### src/rtl/plab4_net_router_input_ctrl_tdm.sv
// Input-port controller for the timing-channel-safe ring router: gates route requests
// by an internal TDM slot schedule over N security domains, with a dead-time guard per slot.
module plab4_net_router_input_ctrl_tdm #(
    parameter int unsigned p_router_id    = 0,
    parameter int unsigned p_num_routers  = 8,
    parameter logic [2:0]  p_default_reqs = 3'b001,
    parameter int unsigned p_num_domains  = 2,
    parameter int unsigned p_slot_cycles  = 4,
    parameter int unsigned p_dead_cycles  = 1,
    parameter int unsigned p_mode         = 0,
    localparam int unsigned c_dest_nbits  = $clog2(p_num_routers),
    localparam int unsigned c_dom_nbits   = (p_num_domains > 1) ? $clog2(p_num_domains) : 1
) (
    input  logic                    clk,
    input  logic                    reset,
    input  logic [c_dest_nbits-1:0] dest,
    input  logic [c_dom_nbits-1:0]  in_domain,
    input  logic                    in_val,
    output logic                    in_rdy,
    output logic [2:0]              reqs,
    input  logic [2:0]              grants,
    output logic [c_dom_nbits-1:0]  cur_domain,
    output logic                    win_open,
    output logic                    slot_miss
);

    // One extra bit so the open-window bound fits even when there is no dead time.
    localparam int unsigned c_slot_nbits  = $clog2(p_slot_cycles + 1);
    localparam int unsigned c_open_cycles = p_slot_cycles - p_dead_cycles;

    localparam logic [c_slot_nbits-1:0] c_last_cnt  = c_slot_nbits'(p_slot_cycles - 1);
    localparam logic [c_slot_nbits-1:0] c_open_cnt  = c_slot_nbits'(c_open_cycles);
    localparam logic [c_slot_nbits-1:0] c_last_open = c_slot_nbits'(c_open_cycles - 1);
    localparam logic [c_dom_nbits-1:0]  c_last_dom  = c_dom_nbits'(p_num_domains - 1);
    localparam logic [c_dest_nbits-1:0] c_local     = c_dest_nbits'(p_router_id);

    typedef enum logic [0:0] {StIdle, StWait} wait_state_e;

    logic [c_slot_nbits-1:0] r_slot_cnt;
    logic [c_dom_nbits-1:0]  r_cur_domain;
    wait_state_e             r_wait_state;
    logic                    r_slot_miss;

    logic [c_slot_nbits-1:0] w_slot_cnt_next;
    logic [c_dom_nbits-1:0]  w_cur_domain_next;
    wait_state_e             w_wait_state_next;
    logic                    w_slot_miss_next;
    logic                    w_last_cnt;
    logic                    w_last_open;
    logic                    w_dom_match;
    logic                    w_eligible;

    always_ff @(posedge clk) begin
        if (!reset) begin
            r_slot_cnt   <= '0;
            r_cur_domain <= '0;
            r_wait_state <= StIdle;
            r_slot_miss  <= 1'b0;
        end else begin
            r_slot_cnt   <= w_slot_cnt_next;
            r_cur_domain <= w_cur_domain_next;
            r_wait_state <= w_wait_state_next;
            r_slot_miss  <= w_slot_miss_next;
        end
    end

    always_comb begin
        w_last_cnt        = (r_slot_cnt == c_last_cnt);
        w_last_open       = (r_slot_cnt == c_last_open);
        w_slot_cnt_next   = r_slot_cnt + 1'b1;
        w_cur_domain_next = r_cur_domain;
        if (w_last_cnt) begin
            w_slot_cnt_next   = '0;
            w_cur_domain_next = (r_cur_domain == c_last_dom) ? '0 : r_cur_domain + 1'b1;
        end
    end

    always_comb begin
        win_open    = (r_slot_cnt < c_open_cnt);
        cur_domain  = r_cur_domain;
        slot_miss   = r_slot_miss;
        w_dom_match = (p_mode == 1) || (in_domain == r_cur_domain);
        w_eligible  = in_val & win_open & w_dom_match;
        reqs        = 3'b000;
        if (w_eligible) begin
            reqs = (dest == c_local) ? 3'b010 : p_default_reqs;
        end
        // Nothing is consumed while the controller is held in reset.
        in_rdy = (|(reqs & grants)) & reset;
    end

    // A slot boundary always returns the FSM to idle, overriding any other transition.
    always_comb begin
        w_wait_state_next = r_wait_state;
        unique case (r_wait_state)
            StIdle: if (w_eligible && !in_rdy) w_wait_state_next = StWait;
            StWait: if (in_rdy || w_last_open) w_wait_state_next = StIdle;
            default: w_wait_state_next = StIdle;
        endcase
        if (w_last_cnt) begin
            w_wait_state_next = StIdle;
        end
        w_slot_miss_next = w_last_open & w_eligible & ~in_rdy;
    end

endmodule

### config.mk
export PLATFORM = sky130hd
export DESIGN_NAME = plab4_net_router_input_ctrl_tdm
export DESIGN_NICKNAME = d
export VERILOG_FILES = /design/src/rtl/plab4_net_router_input_ctrl_tdm.sv
export SDC_FILE = /design/constraint.sdc
export NUM_CORES = 1
export LEC_CHECK = 0
export ABC_AREA = 1
export CAP_MARGIN = 5
export CORE_AREA = 2 2 39 41
export DETAILED_ROUTE_END_ITERATION = 10
export DIE_AREA = 0 0 41 43
export MAX_ROUTING_LAYER = met4
export PLACE_DENSITY = 0.63
export RECOVER_POWER = 25
export REMOVE_ABC_BUFFERS = 1
export SETUP_SLACK_MARGIN = 0.05
export SLEW_MARGIN = 20
export SYNTH_ARGS = -nofsm -noshare
export SYNTH_HDL_FRONTEND = slang
export SYNTH_SLANG_ARGS = --single-unit
### constraint.sdc
create_clock -name clk -period 1.1 [get_ports clk]
set_input_delay 0.165 -clock clk [delete_from_list [all_inputs] [get_ports clk]]
set_output_delay 0.165 -clock clk [all_outputs]
set_load 0.01 [all_outputs]
Word-level counts from Yosys, hierarchy flattened. Index checks and enable logic that the tools add are counted.

Add/subtract/negate cells: 2. Magnitude comparators: 1. Eq/ne operators: 3. Mux-type cells: 3. Bitwise operators: 8. Reduce and logical (&&, ||, !) cells: 3.

Operators with widths (count): $eq A3 B2 Y1 const B (2); $and A1 B1 Y1 (5); $mux W2 (2); $add A3 B1 Y3 const B (1); $and A3 B3 Y3 (1); $logic_not A3 Y1 (1); $lt A3 B2 Y1 const B (1); $reduce_or A3 Y1 (1); $not A1 Y1 (2); $reduce_or A2 Y1 (1); $add A1 B1 Y1 const B (1); $eq A1 B1 Y1 (1); $mux W1 (1).

Flip-flop bits (word level): 5. Input port bits: 10. Word-level logic and storage cells: 23.

Depth between registers and ports, before layout.
Depth after elaboration: 9. Gate-level depth with buffers: 7. Gate-level depth less buffers: 7.

Worst setup path after synthesis. OpenSTA, ideal clock, no wires.

Path type: register to output. Start point: reg r_cur_domain (netlist: cur_domain). End point: out in_rdy. Arrival: 0.958 ns. Data required time: 0.935 ns. Path slack: -0.023 ns. Cell stages (with the launch flop): 7. Buffers on the path: 0. Cell sequence: dfxtp_1 inv_2 nand2_1 nand2_2 nor2_4 nand3_2 a21oi_2.

Longest elaborated chain between the ends: 6.

Ends and longest elaborated chain: start: declaration (RTL line 40) `logic [c_dom_nbits-1:0] r_cur_domain;`; start signal: assignment (RTL line 61) `r_cur_domain <= w_cur_domain_next;`; $eq A1 B1 Y1 (RTL line 82) `w_dom_match = (p_mode == 1) || (in_domain == r_cur_domain);`; $and A1 B1 Y1 (RTL line 83) `w_eligible = in_val & win_open & w_dom_match;`; $mux W2 (RTL line 85) `if (w_eligible) begin`; $and A3 B3 Y3 (RTL line 89) `in_rdy = (|(reqs & grants)) & reset;`; $reduce_or A3 Y1 (RTL line 89); $and A1 B1 Y1 (RTL line 89); end: declaration (RTL line 19) `output logic in_rdy,`.

Every way passes these cells.

Worst setup path after layout. Same ends and word-level chain as after synthesis.

==> impl_metrics.csv <==
group,metric,value,unit
route,remaining_drc_errors,0,
critical_path,crit_path_max_incr_delay,330,ps
final_layout,final_layout_size_suffix_gt1_share,63.9,%
cts,ctsHoldBuffers,0,
place,dpl.hpwl,511,µm
final_layout,register_area,104,µm²
hold_path,hold_path_class,"register to register",
power_and_ir_drop,peakVddDrop,0.000645,V
route,routed_wirelength,782,µm
final_layout,filler_cell_count,149,
timing,clock.fmax,715,MHz
floorplanning,fp.dieArea,0.00176,mm²
power_and_ir_drop,cellLeakagePower,0.304,nW
cts,path_clk_slew,40,ps
final_layout,design.final.nets,86,
logic_synthesis,post_synth_main_area_contributors,"dfxtp_1, ha_1, nand3_2, inv_1, nor2_1",
logic_synthesis,top_reg_cell_synth,"dfxtp_1",
cts,cts.htree.levels,1,
logic_synthesis,warnings_synthesis,0,
critical_path,critical_path.startpoint_type,"register",
place,port_buffers,14,
cts,cts_tree,"done",
timing,layout_setup_ws,-298,ps
global_route,grt_start_max_net_pins,5,
status,violations,"negative setup slack",
logic_synthesis,sequential_to_total_area_share_from_yosys_stat,31.9,%
global_route,grt_pass1_wl,1.27,mm
critical_path,family_with_the_most_delay_on_the_worst_path,"simple AND/OR/NAND/NOR gates",
logic_synthesis,post_synth_most_frequent_cells,"inv_1, nor2_1, dfxtp_1, nand2_1",
timing,hold_violations,0,
route,vias_per_instance,4.02,
logic_synthesis,ys_seq_elements,5,
final_layout,finish.cell_count_without_fillers,88,
critical_path,crit_buf_inv,2,
flow_run,maxCapViolCount,0,
global_route,first_global_vias,368,
power_and_ir_drop,power_density,1020,mW/mm²
place,dpl-instance-area,534,µm²
route,via_count,354,
critical_path,worstPathMaxFanout,4,
timing,fin_setup_tns,-890,ps
floorplanning,die_h,43,µm
place,placed_cells_incl_taps,78,
place,gp_congestion,0.656,
timing,report.final.slew_viol_count,0,
floorplanning,die_w,41,µm
final_layout,antenna-diode-count,0,
cts,clkLatencyLatePin,240,ps
final_layout,area.growth.synth_to_final,106,%
final_layout,finalCoreUtilization,46.7,%
critical_path,cp_data_arrival_time,1230,ps
route,avgRoutedWirePerCell,8.89,µm
logic_synthesis,synth_largest_type_area_fraction,31.9,%
floorplanning,placeable_core_region,0.00138,mm²
critical_path,critPathSlowestCell,"dfxtp_2",
floorplanning,floorplan.initialDensity,22.7,%
timing,fin_crit_sh,127,%
floorplanning,io-pin-count,17,
logic_synthesis,post_synth_num_cell_types,16,
global_route,global_route.overflow_total,0,
critical_path,critical_path.most_common_cell,"nand2_2",
global_route,grt_util_overall,10.8,%
logic_synthesis,syn_area,314,µm²
final_layout,final_area,646,µm²
logic_synthesis,number_of_standard_cells_after_synthesis,40,
timing,setup-violations-final,4,
route,detail-route-antenna-nets,0,
timing,finalCriticalPeriod,1400,ps
final_layout,multi_input_area,229,µm²
floorplanning,rows,14,
global_route,grt_antenna_before_repair,0,
critical_path,critical_path.cell_chain,"inv_2 > nand2_2 > nand2_2 > nor2_4 > nand3_2 > a21oi_2 > buf_2",
critical_path,timing.critical_path.required,940,ps
cts,clock_net_sink_count,5,
critical_path,criticalPathCategory,"register to output pin",
logic_synthesis,synth.avg_cell_area,7.85,µm²
cts,cts-buffers-inserted,3,
timing,fin_skew,0.352,ps
cts,clockBufferDepth,2,
logic_synthesis,ys_async_sr_fraction,0,%
logic_synthesis,number_of_enable_flip_flop_cells_after_synthesis,0,
timing,rsz_0062_raised_after_global_routing,"true",
cts,clock_tree.root_cell,"clkbuf_4",
status,status,"finished, violations left",
logic_synthesis,netlist.top_cell.by_area,"dfxtp_1",
route,drtPass1Iterations,2,
logic_synthesis,post-synth-top-count-cell,"inv_1",
critical_path,crit_end_category,"output pin",
route,detailedRoute.firstIterationViolations,1,
place,worst_case_setup_slack_after_placement,-794,ps
state kept, by name, summed over array words and instances, names as in the netlist:
name	count
slot_miss	1
cur_domain	1
r_slot_cnt	3
per-stage QoR:
| step | hold WS, ps | total power, mW |
|---|---|---|
| finish | 528 | 0.655 |
| floorplan | 303 | 0.287 |
| global route | 549 | 0.703 |
| CTS | 535 | 0.628 |
| global placement | 519 | 0.394 |
| detailed placement | 526 | 0.396 |
what timing repair did:
action                     CTS  global route
setup buffers                4             2
setup endpoints to repair   11            10
gates resized for setup     33            11
pin swaps                    8             4
per-layer routing:
| layer | wire, µm | GRT usage [%] |
|---|---|---|
| met5 | 0 | - |
| met4 | 12 | 8.00 |
| met3 | 89 | 2.09 |
| met2 | 346 | 17.2 |
| met1 | 333 | 11.0 |
cells in the final DEF, fill, tap and decap left out, types with 2 or more instances in the layout:
cell type,instances
clkbuf_4,3
dfxtp_1,2
a21oi_2,2
dfxtp_2,3
buf_6,2
buf_2,4
ha_4,2
clkdlybuf4s50_1,5
nand3_2,3
inv_2,3
nand2_1,2
inv_1,4
nor2_1,3
dlygate4sd2_1,5
nor2_2,3
nand2_2,3
buf_4,13
logic make-up after synthesis:
family                     synth area share (%)
DFF                                        31.9
and+or+nand+nor                            35.5
other                                      1.19
adders and majority gates                  12.0
AOI/OAI and AO/OA                          7.57
buffers and inverters                      12.0
layout make-up:
type	count	share of cell area, %
Tap cell	16	3.10
Timing Repair Buffer	29	36.2
Inverter	8	5.04
Sequential cell	5	16.1
Clock buffer	4	4.07
Multi-Input combinational cell	26	35.5
report_power, final:
part / total [mW] / internal [mW] / switching (mW)
sequential: 0.213 / 0.201 / 0.0120
clock: 0.214 / 0.137 / 0.0764
combinational: 0.229 / 0.126 / 0.103
tightest hold or removal path, delay by kind of cell (launching register included):
kind	cells	cell delay [ps]
and+or+nand+nor	1	40
buffers and inverters	1	120
DFF	1	330
worst paths after layout:
| kind | depth (start not counted) | from | slack [ps] | endpoint |
|---|---|---|---|---|
| worst max register to register | 10 | cur_domain$_SDFFE_PN0P_ | -180 | slot_miss$_SDFF_PN0_ |
| worst min register to register | 2 | r_slot_cnt[0]$_SDFF_PP0_ | 530 | r_slot_cnt[0]$_SDFF_PP0_ |
| worst max-delay path | 7 | cur_domain$_SDFFE_PN0P_ | -300 | in_rdy |
| worst min-delay path | 2 | r_slot_cnt[0]$_SDFF_PP0_ | 530 | r_slot_cnt[0]$_SDFF_PP0_ |
Note: power is estimated with default switching activity, not from simulation.
